==> src/rtl/pipe_pkg.sv <==
// Shared definitions for the pipeline sequencer: state encoding, register-zero constant
// and the default drain length.
package pipe_pkg;
    localparam int unsigned STATE_W = 3;
    localparam int unsigned REG_W   = 5;

    localparam logic [STATE_W-1:0] ST_RUN    = 3'd0;
    localparam logic [STATE_W-1:0] ST_PAUSE  = 3'd1;
    localparam logic [STATE_W-1:0] ST_STEP   = 3'd2;
    localparam logic [STATE_W-1:0] ST_DRAIN  = 3'd3;
    localparam logic [STATE_W-1:0] ST_HALTED = 3'd4;

    typedef enum logic [STATE_W-1:0] {
        RUN    = ST_RUN,
        PAUSE  = ST_PAUSE,
        STEP   = ST_STEP,
        DRAIN  = ST_DRAIN,
        HALTED = ST_HALTED
    } pipeState_t;

    localparam logic [REG_W-1:0] REG_ZERO = 5'd0;
    localparam int unsigned DEFAULT_DRAIN_CYCLES = 3;
endpackage

==> src/rtl/pipeline_ctrl_hazard_detect.sv <==
// Load-use hazard detector: the load in EX writes a register the ID instruction reads.
module hazard_detect
    import pipe_pkg::*;
(
    input  logic             ex_memtoreg,
    input  logic [REG_W-1:0] ex_rt,
    input  logic [REG_W-1:0] id_rs,
    input  logic [REG_W-1:0] id_rt,
    input  logic             id_uses_rs,
    input  logic             id_uses_rt,
    output logic             load_use
);
    logic rsHit;
    logic rtHit;

    assign rsHit    = id_uses_rs && (id_rs == ex_rt);
    assign rtHit    = id_uses_rt && (id_rt == ex_rt);
    // Writes to $zero are discarded, so they never create a dependency.
    assign load_use = ex_memtoreg && (ex_rt != REG_ZERO) && (rsHit || rtHit);
endmodule

==> src/rtl/pipeline_ctrl.sv <==
// Pipeline sequencer: load-use stall, branch flush, HALT drain, debug pause/step gating
// and saturating cycle/stall counters.
module pipeline_ctrl
    import pipe_pkg::*;
#(
    parameter int unsigned DRAIN_CYCLES  = DEFAULT_DRAIN_CYCLES,
    parameter int unsigned CNT_W         = 32,
    parameter bit          START_RUNNING = 1'b1
) (
    input  logic             clk,
    input  logic             reset,
    input  logic [4:0]       id_rs,
    input  logic [4:0]       id_rt,
    input  logic             id_uses_rs,
    input  logic             id_uses_rt,
    input  logic             id_halt,
    input  logic             branch_taken,
    input  logic             ex_memtoreg,
    input  logic [4:0]       ex_rt,
    input  logic             dbg_pause,
    input  logic             dbg_step,
    output logic             pipe_en,
    output logic             pc_write,
    output logic             ifid_write,
    output logic             ifid_flush,
    output logic             idex_clear,
    output logic             halted,
    output logic [CNT_W-1:0] cycle_count,
    output logic [CNT_W-1:0] stall_count
);
    localparam int unsigned       DRAIN_W     = (DRAIN_CYCLES > 2) ? $clog2(DRAIN_CYCLES) : 1;
    localparam logic [DRAIN_W-1:0] DRAIN_LOAD = DRAIN_W'(DRAIN_CYCLES - 1);
    localparam logic [CNT_W-1:0]  CNT_MAX     = '1;
    localparam pipeState_t        RESET_STATE = START_RUNNING ? RUN : PAUSE;

    pipeState_t         state;
    logic [DRAIN_W-1:0] drainCnt;
    logic               loadUse;
    logic               haltGo;

    hazard_detect uHazard (
        .ex_memtoreg(ex_memtoreg),
        .ex_rt      (ex_rt),
        .id_rs      (id_rs),
        .id_rt      (id_rt),
        .id_uses_rs (id_uses_rs),
        .id_uses_rt (id_uses_rt),
        .load_use   (loadUse)
    );

    assign pipe_en = (state == RUN) || (state == STEP) || (state == DRAIN);
    assign halted  = (state == HALTED);
    // A stalled HALT has stale operands and is re-evaluated next cycle.
    assign haltGo  = id_halt && !loadUse;

    // Zero-latency pipeline-register enables and clears.
    always_comb begin
        pc_write   = 1'b0;
        ifid_write = 1'b0;
        ifid_flush = 1'b0;
        idex_clear = 1'b0;
        if (state == DRAIN) begin
            ifid_write = 1'b1;
            ifid_flush = 1'b1;
            idex_clear = 1'b1;
        end else if (pipe_en) begin
            if (loadUse) begin
                idex_clear = 1'b1;
            end else if (id_halt) begin
                ifid_write = 1'b1;
                ifid_flush = 1'b1;
            end else begin
                pc_write   = 1'b1;
                ifid_write = 1'b1;
                ifid_flush = branch_taken;
            end
        end
    end

    // Sequencer state, drain counter and saturating counters.
    always_ff @(posedge clk) begin
        if (reset) begin
            state       <= RESET_STATE;
            drainCnt    <= '0;
            cycle_count <= '0;
            stall_count <= '0;
        end else begin
            if (pipe_en && (cycle_count != CNT_MAX)) begin
                cycle_count <= cycle_count + CNT_W'(1);
            end
            if (pipe_en && loadUse && (stall_count != CNT_MAX)) begin
                stall_count <= stall_count + CNT_W'(1);
            end
            case (state)
                RUN: begin
                    if (haltGo) begin
                        state    <= DRAIN;
                        drainCnt <= DRAIN_LOAD;
                    end else if (dbg_pause) begin
                        state <= PAUSE;
                    end
                end
                STEP: begin
                    if (haltGo) begin
                        state    <= DRAIN;
                        drainCnt <= DRAIN_LOAD;
                    end else begin
                        state <= PAUSE;
                    end
                end
                PAUSE: begin
                    if (dbg_step) begin
                        state <= STEP;
                    end else if (!dbg_pause) begin
                        state <= RUN;
                    end
                end
                DRAIN: begin
                    if (drainCnt == '0) begin
                        state <= HALTED;
                    end else begin
                        drainCnt <= drainCnt - DRAIN_W'(1);
                    end
                end
                HALTED: state <= HALTED;
                default: state <= RESET_STATE;
            endcase
        end
    end
endmodule

==> config.mk <==
export PLATFORM = sky130hd
export DESIGN_NAME = pipeline_ctrl
export DESIGN_NICKNAME = d
export VERILOG_FILES = /design/src/rtl/pipe_pkg.sv /design/src/rtl/pipeline_ctrl_hazard_detect.sv /design/src/rtl/pipeline_ctrl.sv
export SDC_FILE = /design/constraint.sdc
export NUM_CORES = 1
export LEC_CHECK = 0
export BUFFER_PORTS_ARGS = -buffer_cell sky130_fd_sc_hd__buf_2
export CAP_MARGIN = 20
export CORE_MARGIN = 2
export CORE_UTILIZATION = 58
export DETAILED_ROUTE_END_ITERATION = 8
export PLACE_DENSITY = 0.95
export SETUP_SLACK_MARGIN = 0.02
export SLEW_MARGIN = 25
export SYNTH_ARGS = -nofsm -noshare
export SYNTH_HDL_FRONTEND = slang
export SYNTH_SLANG_ARGS = --single-unit
==> constraint.sdc <==
create_clock -name clk -period 3.35 [get_ports clk]
set_input_delay 0.67 -clock clk [delete_from_list [all_inputs] [get_ports clk]]
set_output_delay 0.67 -clock clk [all_outputs]
set_load 0.01 [all_outputs]
==> results.toml <==
[clock_network]
cts-buffers-inserted = 9
clk_pin_slew_ns = 0.07
cts_hold_buf = 0
htreeDepth = 3
cts_buffer_depth = 2
cts_resized = 0
cts_tree = "done"
cts_setup_buffers = 0
clock_latency_ns = 0.35
cts.sinks = 69
cts-root-buf = "clkbuf_8"

[route]
vias = 3707
drtIter0Drc = 191
highest_layer = "met4"
drt-met1-wl_mm = 3.82
vias_per_cell = 6.02
wirelength_mm = 8.96
met3_length_um = 506
met2_length_mm = 4.44
dr.pass1.iters = 4
ant_nets = 0
wl_per_cell_um = 14.5
drc = 0

[yosys]
synth_edf_count = 0
yosysWarningCount = 0
synth_top_area_share_pct = 36.8
syn_nets = 473
mappedNetlistArea_um2 = 3750
synth_flop_cell = "dfxtp_1"
synth_common_cells = "dfxtp_1 (69), nor2_1 (41), a21oi_1 (37)"
yosysSeqAreaShare_pct = 36.8
syn_area_per_cell_um2 = 8.41
synth.distinct_cells = 57
ys_ff_latch = 69
yosysTopAreaCell = "dfxtp_1"
synth.most_common_cell = "dfxtp_1"
ys_async_sr_fraction_pct = 0
synthCells = 446
netlist_top_cells_area = "dfxtp_1 (37%), xnor2_1 (5.4%), a21oi_1 (4.9%), nor2_1 (4.1%), nand4_1 (3.5%)"

[setup_path]
path_class = "input pin to output port"
r2r-start = "stall_count[15]$_SDFFE_PP0P_"
worstSetupEndpointType = "output port"
cp-startpoint = "ex_rt[1]"
arrival_ns = 2.32
path_cells = "buf_2 -> or4_1 -> o21ai_2 -> nor2b_1 -> or2_1 -> a211oi_1 -> buf_2"
slowest_stage = "or4_1"
worst-path-max-fanout = 6
max_stage_delay_ns = 0.55
ff2ff_path_depth = 6
critPathRequiredTime_ns = 2.68
worst_path_most_repeated_cell = "buf_2"
crit_path_start_kind = "input pin"

[hold_path]
min_from = "stall_count[11]$_SDFFE_PP0P_"
hp-class = "flip-flop to flip-flop"
holdPathStages = 2

[timing]
setup_viol = 0
timing.final.crit_period_ns = 2.99
tns_ns = 0
rsz0062_at_grt = "false"
relSlewSlack_pct = 42.8
finClkSkew_ns = 0.00951
report.final.hold_viol_count = 0
maxSlewViolCount = 0
max_freq_mhz = 334
max_slew.worst_pin.slew_ns = 0.857
fin_crit_sh_pct = 89.3

[grt]
track_usage_pct = 25.8
grt_pass1_vias = 3466
overflow = 0
grt_max_degree = 49
antenna_found_initial = 0
grt_first_pass_wirelength_mm = 15.3

[place]
dpl_cell_area_um2 = 4230
gp_congestion = 0.855
hpwl_mm = 6.47
dp_cells = 600
portBuffers = 93

[run]
cap_violations = 0

[finish]
diodes = 0
final_cells = 616
layout-drive-gt1-share_pct = 24.7
area_delta_synth_final_pct = 18.7
utilization_pct = 70.6
final_cell_area_um2 = 4460
nNetsFinal = 561

[floorplanning]
die_h_um = 84.4
rows = 29
dieArea_um2 = 7130
ios = 94
core_um2 = 6310
die_width_um = 84.4
start_util_pct = 59.4

[pwr]
peakVddDrop_mv = 0.236
p_leak_nw = 1.80
pwr_density_cell_nw_per_um2 = 395

[run_status]
run_status = "finished clean"
[state kept, by name, summed over array words and instances, names as in the netlist]
signal       flops
cycle_count     32
state            3
drainCnt         2
stall_count     32
[per-stage QoR]
| stage | worst slack, ns | hold WS (ns) | power, mW |
|---|---|---|---|
| after global routing | 0.279 | 0.531 | 1.82 |
| after detailed placement | 0.340 | 0.487 | 1.01 |
| after global placement | 0.441 | 0.470 | 1.00 |
| after floorplan | 0.590 | 0.481 | 0.959 |
| after CTS | 0.340 | 0.497 | 1.77 |
| final | 0.360 | 0.497 | 1.76 |
[cells by family (layout without fill, tap and decap cells)]
family,Yosys count,count (layout),synth area share [%]
and+or+nand+nor,219,219,34.1
DFF,69,69,36.8
buffers and inverters,30,123,3.73
AOI/OAI and AO/OA,83,83,13.9
muxes,5,5,1.87
xor gates and xnor gates,37,37,8.64
adders and majority gates,3,3,1.00
[per-layer routing]
metal	global-route usage, %	up-vias
met5	0	-
met4	12.3	0
met3	3.74	15
met2	44.6	122
met1	31.7	1758
li1	-	1812
[layout make-up]
| class | instances | area (um^2) |
|---|---|---|
| Multi-Input combinational cell | 347 | 2230 |
| Fill cell | 509 | 1860 |
| Sequential cell | 69 | 1380 |
| Timing Repair Buffer | 94 | 473 |
| Clock buffer | 12 | 155 |
| Tap cell | 77 | 96.3 |
| Clock inverter | 4 | 70.1 |
| Inverter | 13 | 48.8 |
[worst max-delay path: cells and delay by family]
kind | cells | cell delay [ns]
AO/OA/AOI/OAI | 2 | 0.42
buffers and inverters | 2 | 0.29
AND/OR/NAND/NOR | 3 | 0.93
[placed cells by master (no fill, tap or decap), types with 16 or more instances in the layout]
cell type	instances
a21oi_1	37
and3_1	18
buf_2	93
dfxtp_1	69
nand2_1	32
nand3_1	20
nand4_1	21
nor2_1	41
nor3_1	16
or3_1	17
xnor2_1	23
[final timing paths]
path | slack, ns | to
worst max-delay path | 0.36 | ifid_flush
worst min-delay path | 0.50 | stall_count[11]$_SDFFE_PP0P_
worst min register to register | 0.50 | stall_count[11]$_SDFFE_PP0P_
worst max register to register | 0.87 | stall_count[21]$_SDFFE_PP0P_
[power by group]
part | total (mW) | switching [mW] | internal (mW)
Clock | 0.769 | 0.311 | 0.458
Sequential | 0.851 | 0.0185 | 0.832
Combinational | 0.141 | 0.0832 | 0.0573
Note: power is estimated with default switching activity, not from simulation.
